`src/rtl/uart_tx_core.sv`:
```
// uart_tx_core: FIFO-buffered UART transmitter with run-time character length,
// parity, stop bits and baud divisor, plus an idle/empty level interrupt.
//
// state  | meaning
// -------+------------------------------------------------------------
// IDLE   | line high, waiting for a queued word and tx_enable
// START  | start bit (txd=0) for one bit period
// DATA   | 5..8 data bits, LSB first, one per bit period
// PARITY | parity bit (even/odd over the data bits)
// STOP1  | first stop bit (txd=1)
// STOP2  | optional second stop bit (txd=1)
module uart_tx_core #(
  parameter int FIFO_DEPTH = 16,
  parameter int DIV_WIDTH  = 16,
  localparam int CW = $clog2(FIFO_DEPTH) + 1
) (
  input  logic                 clk,
  input  logic                 rst,
  input  logic [DIV_WIDTH-1:0] baud_div,
  input  logic [1:0]           data_bits,
  input  logic                 parity_en,
  input  logic                 parity_odd,
  input  logic                 stop_two,
  input  logic                 tx_enable,
  input  logic                 irq_en,
  input  logic [7:0]           wr_data,
  input  logic                 wr_valid,
  output logic                 wr_ready,
  output logic [CW-1:0]        fifo_count,
  output logic                 tx_busy,
  output logic                 irq,
  output logic                 txd
);

  localparam int AW = $clog2(FIFO_DEPTH);

  typedef enum logic [2:0] {
    S_IDLE,
    S_START,
    S_DATA,
    S_PARITY,
    S_STOP1,
    S_STOP2
  } state_t;

  // FIFO
  logic [7:0]    mem [FIFO_DEPTH];
  logic [AW-1:0] wr_ptr;
  logic [AW-1:0] rd_ptr;
  logic [CW-1:0] count;
  logic          push;
  logic          pop;

  // FSM and per-frame registers
  state_t                 state;
  state_t                 state_nxt;
  logic [7:0]             shreg;
  logic [DIV_WIDTH-1:0]   div_lat;
  logic [1:0]             bits_lat;
  logic                   pen_lat;
  logic                   podd_lat;
  logic                   s2_lat;
  logic                   par_acc;
  logic [2:0]             bit_idx;
  logic [DIV_WIDTH-1:0]   cnt;
  logic                   txd_r;
  logic                   txd_nxt;
  logic                   irq_r;
  logic                   shift_en;
  logic                   can_start;
  logic                   tc;
  logic                   last_bit;
  logic [DIV_WIDTH-1:0]   eff_div_in;

  assign wr_ready   = (count != CW'(FIFO_DEPTH));
  assign push       = wr_valid && wr_ready;
  assign fifo_count = count;
  assign tx_busy    = (state != S_IDLE);
  assign irq        = irq_r;
  assign txd        = txd_r;

  // Divisors below 2 would give a zero-length bit period; clamp them.
  assign eff_div_in = (baud_div < DIV_WIDTH'(2)) ? DIV_WIDTH'(2) : baud_div;
  assign can_start  = (count != '0) && tx_enable;
  assign tc         = (cnt == '0);
  assign last_bit   = (bit_idx == (3'd4 + {1'b0, bits_lat}));

  // FIFO storage write; contents need no reset since pointers gate visibility.
  always_ff @(posedge clk) begin
    if (push) begin
      mem[wr_ptr] <= wr_data;
    end
  end

  // FIFO pointers and occupancy; a same-edge push and pop leave count unchanged.
  always_ff @(posedge clk or posedge rst) begin
    if (rst) begin
      wr_ptr <= '0;
      rd_ptr <= '0;
      count  <= '0;
    end else begin
      if (push) wr_ptr <= wr_ptr + 1'b1;
      if (pop)  rd_ptr <= rd_ptr + 1'b1;
      case ({push, pop})
        2'b10:   count <= count + 1'b1;
        2'b01:   count <= count - 1'b1;
        default: count <= count;
      endcase
    end
  end

  // Next-state, pop request and next txd value.
  always_comb begin
    state_nxt = state;
    pop       = 1'b0;
    shift_en  = 1'b0;
    case (state)
      S_IDLE: begin
        if (can_start) begin
          pop       = 1'b1;
          state_nxt = S_START;
        end
      end
      S_START: begin
        if (tc) begin
          state_nxt = S_DATA;
          shift_en  = 1'b1;
        end
      end
      S_DATA: begin
        if (tc) begin
          if (last_bit) begin
            state_nxt = pen_lat ? S_PARITY : S_STOP1;
          end else begin
            shift_en = 1'b1;
          end
        end
      end
      S_PARITY: begin
        if (tc) state_nxt = S_STOP1;
      end
      S_STOP1: begin
        if (tc) begin
          if (s2_lat) begin
            state_nxt = S_STOP2;
          end else if (can_start) begin
            pop       = 1'b1;
            state_nxt = S_START;
          end else begin
            state_nxt = S_IDLE;
          end
        end
      end
      S_STOP2: begin
        if (tc) begin
          if (can_start) begin
            pop       = 1'b1;
            state_nxt = S_START;
          end else begin
            state_nxt = S_IDLE;
          end
        end
      end
      default: state_nxt = S_IDLE;
    endcase

    case (state_nxt)
      S_START:  txd_nxt = 1'b0;
      S_DATA:   txd_nxt = shift_en ? shreg[0] : txd_r;
      S_PARITY: txd_nxt = par_acc ^ podd_lat;
      default:  txd_nxt = 1'b1;
    endcase
  end

  // State, line output and interrupt registers; txd idles high out of reset.
  always_ff @(posedge clk or posedge rst) begin
    if (rst) begin
      state <= S_IDLE;
      txd_r <= 1'b1;
      irq_r <= 1'b0;
    end else begin
      state <= state_nxt;
      txd_r <= txd_nxt;
      irq_r <= irq_en && (count == '0) && (state == S_IDLE);
    end
  end

  // Frame datapath: config snapshot on pop, shift/parity per data bit, bit-period timer.
  always_ff @(posedge clk or posedge rst) begin
    if (rst) begin
      shreg    <= '0;
      div_lat  <= DIV_WIDTH'(2);
      bits_lat <= '0;
      pen_lat  <= 1'b0;
      podd_lat <= 1'b0;
      s2_lat   <= 1'b0;
      par_acc  <= 1'b0;
      bit_idx  <= '0;
      cnt      <= '0;
    end else begin
      if (pop) begin
        shreg    <= mem[rd_ptr];
        div_lat  <= eff_div_in;
        bits_lat <= data_bits;
        pen_lat  <= parity_en;
        podd_lat <= parity_odd;
        s2_lat   <= stop_two;
        par_acc  <= 1'b0;
        bit_idx  <= '0;
      end else if (shift_en) begin
        shreg   <= shreg >> 1;
        par_acc <= par_acc ^ shreg[0];
        bit_idx <= (state == S_START) ? 3'd0 : bit_idx + 3'd1;
      end

      if (pop) begin
        cnt <= eff_div_in - 1'b1;
      end else if (state != S_IDLE) begin
        if (tc) cnt <= div_lat - 1'b1;
        else    cnt <= cnt - 1'b1;
      end
    end
  end

endmodule

```
`config.mk`:
```
export PLATFORM = sky130hd
export DESIGN_NAME = uart_tx_core
export DESIGN_NICKNAME = d
export VERILOG_FILES = /design/src/rtl/uart_tx_core.sv
export SDC_FILE = /design/constraint.sdc
export NUM_CORES = 1
export LEC_CHECK = 0
export CAP_MARGIN = 10
export CORE_MARGIN = 2
export CORE_UTILIZATION = 63
export DETAILED_ROUTE_END_ITERATION = 16
export HOLD_SLACK_MARGIN = 0.06
export PLACE_DENSITY = 0.83
export SYNTH_ARGS = -nofsm -noshare
export SYNTH_HDL_FRONTEND = slang
export SYNTH_SLANG_ARGS = --single-unit
```
`constraint.sdc`:
```
create_clock -name clk -period 6.7 [get_ports clk]
set_input_delay 0.67 -clock clk [delete_from_list [all_inputs] [get_ports clk]]
set_output_delay 0.67 -clock clk [all_outputs]
set_load 0.005 [all_outputs]
```
==> run_results.csv, run 1 <==
group,metric,value,unit
power_and_ir_drop,p_int,0.002112,W
yosys,synth_enable_flop_cells,128,
cells_and_area,drive_above_1_share,14.68,%
detailed_routing,wl_met3,1.229,mm
cts,cts.hold.buffers_added,0,
cts,cts-resized-gates,0,
yosys,synthAdderAreaFrac,1.787,%
cells_and_area,final_net_count,721,
critical_path,worstPathCellList,"or4_4 -> nor4_4 -> a31oi_4 -> inv_2 -> ha_1 -> inv_1 -> fa_1 -> inv_1 -> a21o_1 -> a21oi_1 -> xnor2_1 -> nor2_1 -> xor2_1",
yosys,avgSynthCellArea,13.72,um2
yosys,synthFlopType,"edfxtp_1",
detailed_routing,wire_per_inst,21.54,um
yosys,synth_top_family_by_area,"multiplexers",
global_routing,grt_pass1_wl,30.00,mm
yosys,syn_inst,643,
yosys,synth-xor-area-share,2.185,%
timing,period_minus_slack,4146,ps
timing,min_period_over_period,61.88,%
placement,port_buffers,42,
cells_and_area,diodes,0,
die,initial_core_util,64.04,%
yosys,post_synth_and_or_nand_nor_area_fraction,11.07,%
yosys,ys_seq_area_share,62.62,%
power_and_ir_drop,clock_power_share,37.9,%
placement,dp_cells,836,
detailed_routing,wl_met1,7.534,mm
placement,gp_congestion,0.8859,
die,dieArea,14960,um2
critical_path,worstPathArrival,4440,ps
critical_path,crit_top_cell,"inv_1",
detailed_routing,wl_met2,9.564,mm
cells_and_area,layout_commonest_cell,"edfxtp_1",
critical_path,worst_path_largest_cell_delay,690,ps
cts,cts_tree,"done",
cells_and_area,instances_no_fill,868,
timing,rsz0062_at_grt,"false",
timing,fmax,0.2412,GHz
run_status,status,"finished clean",
critical_path,path_max_fanout,58,
yosys,synth_compound_area_share,7.817,%
placement,post_dp_cell_area,9375,um2
global_routing,grt_max_degree,68,
detailed_routing,top_layer_used,"met4",
die,coreArea,13770,um2
critical_path,worstSetupPathType,"reg2reg",
worst_hold_path,hp-class,"reg2reg",
yosys,syn_nets,689,
critical_path,startpoint_type,"register",
detailed_routing,viasPerCell,6.460,
die,ios,43,
yosys,synthMuxAreaShare,12.07,%
critical_path,ff2ff_path_depth,13,
cells_and_area,area_growth,13.39,%
power_and_ir_drop,p_sw,0.0006906,W
cells_and_area,nFillCells,884,
die,dieHeight,122.3,um
power_and_ir_drop,p_per_area,280.2,nW/um2
die,rows,43,
detailed_routing,vias,5607,
global_routing,grtUsageTotal,26.82,%
cells_and_area,layout_common_cells,"128 x edfxtp_1, 86 x nand2_1, 63 x dfrtp_1",
cts,cts_setup_buffers,0,
timing,finalHoldViolations,0,
timing,max_slew.worst_pin.slew,1267,ps
timing,fin_skew,8.790,ps
run,drv_cap,0,
die,die_w,122.3,um
timing,finalSetupTns,0,ps
detailed_routing,antenna_left,0,
yosys,ys_warn_count,0,
cells_and_area,fin_area,10000,um2
yosys,ys_ff_latch,195,
power_and_ir_drop,power_leakage,3.627,nW
power_and_ir_drop,switching_share,24.64,%
critical_path,crit_path_top_delay_cell,"inv_2",
cts,cts_max_path_buffers,2,
timing,finalWorstSetupSlack,2554,ps
critical_path,cp-end-kind,"register",
worst_hold_path,hold_depth,2,
cts,cts_buffers,17,
global_routing,grt_pass1_vias,5592,
global_routing,antenna_found_initial,0,
timing,setup_violations,0,
placement,pre_cts_ws,2614,ps
cts,clk_pin_slew,70,ps
timing,maxSlewHeadroom,14.88,%
power_and_ir_drop,vdd_drop_max,208.9,uV
detailed_routing,wirelength,18.69,mm
cts,cts-root-buf,"clkbuf_16",
power_and_ir_drop,seq_power_share,52.0,%
power_and_ir_drop,combPwrFrac,10.1,%
global_routing,grt-ovfl-total,0,
timing,drv_slew,0,
cts,clkSinkCount,195,
placement,dp_hpwl,11.94,mm
cts,clk_latency,430,ps
detailed_routing,first_iter_violations,669,
yosys,synth_cell_types,61,
critical_path,required,7000,ps
detailed_routing,drc,0,
yosys,synthArstFlopShare,34.36,%
detailed_routing,first_pass_iters,6,
cts,ctsHtreeMaxLevel,4,
yosys,syn_area,8820,um2
## final timing paths
kind                           from  slack [ps]             to
setup / recovery             cnt[6]        2550  fifo_count[4]
hold / removal             shreg[7]         510       shreg[7]
setup reg to reg             cnt[6]        2550  fifo_count[4]
hold reg to reg            shreg[7]         510       shreg[7]
max in group asynchronous       rst        5290      rd_ptr[0]
min in group asynchronous       rst         810  fifo_count[0]
## registers in the layout (all words and copies together) (netlist names)
name and count:
state 3, wr_ptr 4, div_lat 16, s2_lat 1, bits_lat 2, podd_lat 1, bit_idx 3, txd 1
pen_lat 1, mem 128, shreg 8, cnt 16, fifo_count 5, irq 1, rd_ptr 4, par_acc 1
## layer usage
layer  vias up  GRT usage (%)
li1       2483              -
met1      2804          35.97
met2       281          45.03
met3        39          5.019
met4         0          8.405
met5         -              0
## through the flow
| step | hold slack, ps | total power [W] | util (%) |
|---|---|---|---|
| floorplan | 439.8 | 0.001622 | - |
| global placement | 459.8 | 0.001734 | 68.07 |
| detailed placement | 485.3 | 0.001760 | 68.07 |
| CTS | 504.9 | 0.002814 | 72.61 |
| global route | 536.7 | 0.002893 | 72.61 |
| finish | 509.8 | 0.002803 | 72.61 |
## final cells by class
type / count / area [um2] / share of cell area (%)
Tap cell: 180 / 225.2 / 2.252
Clock inverter: 14 / 196.4 / 1.964
Clock buffer: 18 / 429.2 / 4.291
Inverter: 17 / 63.81 / 0.6381
Sequential cell: 195 / 5525 / 55.25
Timing Repair Buffer: 50 / 480.5 / 4.804
Multi-Input combinational cell: 394 / 3080 / 30.80
## worst max-delay path: cells and delay by family, from the launching register on
family | cells | cell delay (ps)
AO/OA/AOI/OAI | 3 | 360
XOR/XNOR | 2 | 270
adder cells (fa/ha/maj) | 2 | 780
buffers and inverters | 3 | 870
AND/OR/NAND/NOR | 3 | 1300
flip-flops | 1 | 420
## synthesized netlist by cell type, types with 6 or more instances
master	number	share of area (%)
a21oi_1	22	1.2
a31oi_1	6	0.43
and2_1	6	0.43
buf_1	10	0.43
clkbuf_1	21	0.89
dfrtp_1	65	18
edfxtp_1	128	44
ha_1	11	1.6
inv_1	16	0.68
mux2i_1	13	1.5
mux4_2	40	10
nand2_1	86	3.7
nand2b_1	7	0.50
nand3_1	7	0.40
nand4_1	6	0.43
nor2_1	37	1.6
nor3_1	19	1.1
o211ai_1	9	0.77
o21ai_0	33	1.9
or3_1	9	0.64
xnor2_1	13	1.3
xor2_1	9	0.89
## power by group through the flow
stage / logic (W) / clock network [W] / registers (W)
after CTS: 0.000285 / 0.00107 / 0.00146
after detailed placement: 0.000281 / 0 / 0.00148
after global routing: 0.000310 / 0.00112 / 0.00147
after global placement: 0.000265 / 0 / 0.00147
after floorplan: 0.000178 / 0 / 0.00144
final: 0.000282 / 0.00106 / 0.00146
## kinds of logic (layout without fill, tap and decap cells)
kind of cell | Yosys count | in the layout
adder cells (fa/ha/maj) | 12 | 12
flip-flops | 195 | 195
multiplexers | 56 | 56
AO/OA/AOI/OAI | 102 | 102
XOR/XNOR | 22 | 22
AND/OR/NAND/NOR | 202 | 202
buffers and inverters | 54 | 99
Note: power is estimated with default switching activity, not from simulation.
==> inputs of run 2 (changes only) <==
- CORE_UTILIZATION: 63 -> 54
- PLACE_DENSITY: 0.83 -> 0.76
- clock period: 6.7 -> 3.6 ns (I/O delays scaled with it)
==> run 2 against run 1 <==
Against the previous run:
- non-clock buffer count grew 14
- highest routed layer unchanged
- worst hold slack worse by 200 ps
- critical endpoint is now cnt[8]
- clock power is 75% higher
==> run_results.csv, run 2 (synthesis gave the netlist of run 1 again) <==
group,metric,value,unit
run_status,status,"finished clean",
timing,drv_slew,0,
critical_path,startpoint_type,"register",
global_routing,grtUsageTotal,22.90,%
global_routing,grt_pass1_wl,30.55,mm
cells_and_area,drive_above_1_share,16.24,%
cells_and_area,layout_commonest_cell,"edfxtp_1",
timing,fmax,0.2957,GHz
critical_path,path_max_fanout,18,
detailed_routing,wirelength,18.76,mm
die,ios,43,
critical_path,required,3970,ps
detailed_routing,vias,5544,
power_and_ir_drop,p_per_area,504.9,nW/um2
critical_path,crit_top_cell,"or4_1",
die,coreArea,15940,um2
cells_and_area,diodes,0,
cts,cts_buffers,17,
worst_hold_path,hp-class,"in2async",
detailed_routing,drc,0,
critical_path,worst_path_largest_cell_delay,690,ps
die,dieHeight,131.8,um
critical_path,r2r_end,"cnt[8]",
timing,fin_skew,12.65,ps
critical_path,ff2ff_path_depth,10,
detailed_routing,first_iter_violations,456,
timing,finalHoldViolations,0,
timing,finalWorstSetupSlack,218.4,ps
placement,port_buffers,42,
timing,finalSetupTns,0,ps
cells_and_area,nFillCells,1183,
timing,period_minus_slack,3382,ps
cells_and_area,top_register,"mem",
cells_and_area,final_net_count,735,
critical_path,cp_top_family,"simple AND/OR/NAND/NOR gates",
cts,cts_tree,"done",
cts,cts_max_path_buffers,2,
detailed_routing,wire_per_inst,20.44,um
critical_path,cp-end-kind,"register",
critical_path,reg2reg_from,"fifo_count[1]",
power_and_ir_drop,vdd_drop_max,639.5,uV
cts,cts_setup_buffers,0,
run,drv_cap,0,
cells_and_area,top_regs,"mem (128), cnt (16), div_lat (16)",
cells_and_area,area_growth,14.58,%
cts,ctsHtreeMaxLevel,4,
cells_and_area,multi_input_area,3083,um2
detailed_routing,viasPerCell,6.039,
global_routing,grt-ovfl-total,0,
global_routing,grt_pass1_vias,5788,
placement,gp_congestion,0.8882,
critical_path,worstPathCellList,"or4_1 -> o211a_1 -> a31oi_4 -> inv_2 -> a211o_1 -> o21ai_0 -> ha_1 -> nand4_1 -> or4_1 -> nand3_1",
timing,min_period_over_period,93.93,%
die,initial_core_util,55.32,%
cts,cts.hold.buffers_added,0,
cts,clkSinkCount,195,
cts,cts-root-buf,"clkbuf_16",
timing,maxSlewHeadroom,38.56,%
cts,clk_pin_slew,70,ps
die,rows,46,
cells_and_area,largest_reg_flops,128,
cells_and_area,layout_common_cells,"128 x edfxtp_1, 86 x nand2_1, 64 x dfrtp_1",
die,die_w,131.8,um
critical_path,path_buf_inv,1,
detailed_routing,antenna_left,0,
timing,rsz0062_at_grt,"false",
detailed_routing,first_pass_iters,7,
cts,cts-resized-gates,0,
cells_and_area,seqCellArea,5524,um2
global_routing,grt_max_degree,36,
critical_path,r2r_setup_slack,220,ps
die,dieArea,17370,um2
critical_path,worstSetupPathType,"reg2reg",
global_routing,antenna_found_initial,0,
timing,setup_violations,0,
placement,pre_cts_ws,228.6,ps
timing,max_slew.worst_pin.slew,918.2,ps
critical_path,crit_path_top_delay_cell,"or4_1",
power_and_ir_drop,power_leakage,3.671,nW
placement,dp_hpwl,12.77,mm
critical_path,worstPathArrival,3750,ps
cts,clk_latency,440,ps
critical_path,cp.depth,10,
-- run 2: changes by cell type in the layout (fill, tap and decap cells not counted), sizes merged --
cell | before | now
bufinv | 3 | 1
buf | 8 | 22
clkbuf | 18 | 20
clkinv | 5 | 2
inv | 22 | 23
clkinvlp | 1 | 3
-- run 2: where the power goes --
part / internal, W / leakage [nW] / total, W / switching, W
registers: 0.00259 / 1.95 / 0.00269 / 0.000105
clock network: 0.000986 / 0.273 / 0.00185 / 0.000868
logic: 0.000232 / 1.45 / 0.000553 / 0.000322
-- run 2: layout make-up --
type,count,share of cell area (%)
clock buffer,20,4.321
clock inverter,12,1.411
inverter,17,0.6314
multi-input combinational,394,30.51
sequential,195,54.66
tap,216,2.674
timing repair buffer,64,5.794
-- run 2: stage by stage --
step                hold WS, ps  power (W)  cell area (um2)  util [%]  cells
floorplan                 439.8   0.003018             8828         -    643
global placement          459.8   0.003247             9527     59.76    886
detailed placement        470.9   0.003297             9527     59.76    886
CTS                       318.4   0.005142            10110     63.39    918
global route              354.9   0.005296            10110     63.39    918
finish                    306.4   0.005102            10110     63.39    918
-- run 2: metal layers --
metal | vias up | global-route usage, % | share of wire (%)
li1 | 2516 | - | -
met3 | 38 | 5.921 | 5.1
met4 | 0 | 9.179 | 2.1
met1 | 2797 | 28.03 | 41
met2 | 193 | 39.18 | 52
met5 | - | 0 | 0
-- run 2: worst reg2reg max path, stage by stage, from the launching register on --
cell and delay (ps):
dfrtp_1 430, or4_1 690, o211a_1 370, a31oi_4 250, inv_2 180, a211o_1 310, o21ai_0 100, ha_1 210
nand4_1 150, or4_1 560, nand3_1 100
-- run 2: worst max-delay path by stage --
stage | from | to
after floorplan | cnt[3] | fifo_count[4]
after global placement | baud_div[5] | cnt[8]
after detailed placement | baud_div[4] | cnt[8]
after CTS | fifo_count[1] | cnt[8]
after global routing | fifo_count[0] | cnt[14]
final | fifo_count[1] | cnt[8]
==> RTL edit (config.mk and constraints of run 1) <==
Set the parameter `DIV_WIDTH` to 32 (it was 16).
--- a/src/rtl/uart_tx_core.sv
+++ b/src/rtl/uart_tx_core.sv
@@ -11,7 +11,7 @@
 // STOP2  | optional second stop bit (txd=1)
 module uart_tx_core #(
   parameter int FIFO_DEPTH = 16,
-  parameter int DIV_WIDTH  = 16,
+  parameter int DIV_WIDTH  = 32,
   localparam int CW = $clog2(FIFO_DEPTH) + 1
 ) (
   input  logic                 clk,
Ports: changed (resized baud_div); port bits go from 43 to 59. The function was not compared with the original's and may differ.
==> RTL edit against run 1 <==
Total power up 30%; clock power up 20%; synthesized area rose by 26%; first-iteration DRC count increased by 19%; sequential power grew 22%; final area is 26% higher; non-clock buffer count up 21; routed wire length grew 44%; largest cell class unchanged; critical endpoint is now cnt[16]; sequential cell count rose by 32; worst setup slack worse by 0.91 ns.
==> RTL edit: results (changes against run 1) <==
| Metric | Value |
|---|---|
| Worst Hold End | `div_lat[14]` |
| Share of layout cells above drive strength 1 | `0.125 (-0.0219)` |
| Placed cells | `1167 (+40%)` |
| Post-synthesis sequential area ratio | `0.571 (-0.0552)` |
| Clock Skews | `0.0135 ns (+0.00470 ns)` |
| Tot GR Track Use | `0.299 (+0.0303)` |
| Syn_area_per_cell | `12.0 µm² (-12%)` |
| Lkg Pwr | `4.80 nW (+32%)` |
| Post-synth EDFFs | `128 (unchanged)` |
| R2R depth | `14 (+1)` |
| Nets | `1030 (+43%)` |
| Synth warnings | `0 (unchanged)` |
| Max stage delay on crit path | `0.68 ns` |
| CTS root buffer | `clkbuf_16` |
| N_diodes | `0 (unchanged)` |
| Synth async-reset ratio | `0.436 (+0.0925)` |
| Netlist cell types | `79 (+30%)` |
| Vias | `7837 (+40%)` |
| Final HPWL DP | `17100 µm (+43%)` |
| Reg2Reg Launch Point | `state[2]` |
| Fillers | `1136 (+29%)` |
| Post_cts resized | `0 (unchanged)` |
| Top-area cell type share of the netlist area | `0.347 (-0.0887)` |
| Via/cell ratio | `6.48 (+0.27%)` |
| Post-CTS Setup Inserts | `0 (unchanged)` |
| Initial antenna violation count | `0 (unchanged)` |
| Drt pass-1 iters | `5 (-1)` |
| CP arrival | `5.51 ns (+1.07 ns)` |
| R2R Path End | `cnt[16]` |
| I/O Buffers | `58 (+38%)` |
| Largest net degree at the start of global routing | `63 (-7.4%)` |
| Post-synth top cells | `nand2_1, edfxtp_1, dfrtp_1` |
| WL per Instance | `22.3 µm (+3.5%)` |
| Number of global-route vias before repair | `7589 (+36%)` |
| Rel. slew slack | `0.240 (+0.0910)` |
| Hold Path Cell Cnt | `2 (unchanged)` |
| Top post-synthesis cells by area | `edfxtp_1, dfrtp_1, mux4_2` |
| CTS clock-pin slew for the worst setup and hold paths | `around 0.06 ns` |
| Max Buffers Root-to-Sink | `3 (+1)` |
| Syn nets | `983 (+43%)` |
| CP Max Fanout | `39 (-33%)` |
| Clk_lat worst skew | `0.53 ns (+0.10 ns)` |
| Largest regs | `mem x128, cnt x32, div_lat x32` |
| Area after DPL | `11800 µm² (+26%)` |
| H-Tree Level Count | `1 (-3)` |
| Worst Hold Launch | `div_lat[14]` |
| Status | `complete, no violations` |
| Max VDD drop | `0.000346 V (+66%)` |
| Number of buffers created by CTS | `24 (+7)` |
| Hold Path Class | `reg2reg` |
| Initial DRC Count | `793 (+19%)` |
| Slowest CP cell | `or4_1` |
| Routability cong. | `0.927 (+4.7%)` |
| FF-to-FF setup slack | `1.65 ns (-0.91 ns)` |
| First-pass GRT wire length | `42300 µm (+41%)` |
## RTL edit: final cells by class
cell class,count,share of cell area
flip-flops and latches,227,0.502
multi-input cells,627,0.356
repair buffers,71,0.0538
clock buffers,26,0.0491
well taps,225,0.0224
clock inverters,17,0.0113
inverters,17,0.00526
## RTL edit: logic make-up (layout without fill, tap and decap cells)
group           Yosys count  count (layout)  synth area share
fa+ha+maj                12              12            0.0142
mux                      68              68             0.107
compound gates          169             169             0.108
simple gates            347             347             0.150
flops                   227             227             0.571
xor+xnor                 31              31            0.0245
buf+inv                  67             131            0.0253
## RTL edit: critical path, delay by kind of cell, from the launching register on
kind / cells / cell delay, ns
simple gates: 3 / 1.71
buf+inv: 4 / 1.31
compound gates: 6 / 1.21
flops: 1 / 0.50
fa+ha+maj: 1 / 0.21
## RTL edit: how the worst max path moves through the flow
stage | startpoint | to | slack [ns] | depth (start not counted)
final | state[2] | cnt[16] | 1.65 | 14
after floorplan | fifo_count[1] | cnt[24] | 3.00 | 16
after global routing | state[2] | cnt[16] | 1.45 | 14
after global placement | tx_enable | cnt[16] | 1.73 | 14
after detailed placement | tx_enable | cnt[16] | 1.57 | 14
after CTS | state[2] | cnt[16] | 1.75 | 14
## RTL edit: layer usage
| layer | vias to the layer above | track usage | wire length, µm |
|---|---|---|---|
| met5 | - | 0 | 0 |
| met4 | 0 | 0.0810 | 725 |
| met3 | 69 | 0.0456 | 2020 |
| met2 | 394 | 0.502 | 13500 |
| met1 | 3848 | 0.409 | 10700 |
| li1 | 3526 | - | - |
## RTL edit: power breakdown
group / leakage (nW) / switching, W / total [W] / internal, W
Sequential: 2.38 / 0.000139 / 0.00178 / 0.00164
Combinational: 2.05 / 0.000337 / 0.000605 / 0.000268
Clock: 0.364 / 0.000555 / 0.00127 / 0.000712
Total: 4.80 / 0.00103 / 0.00365 / 0.00262
## RTL edit: stage by stage
step	setup WS [ns]	hold WS (ns)	util
6_report	1.65	0.469	0.731
5_1_grt	1.45	0.512	0.731
4_1_cts	1.75	0.471	0.731
3_5_place_dp	1.57	0.457	0.687
3_3_place_gp	1.73	0.452	0.687
2_1_floorplan	3.00	0.439	-
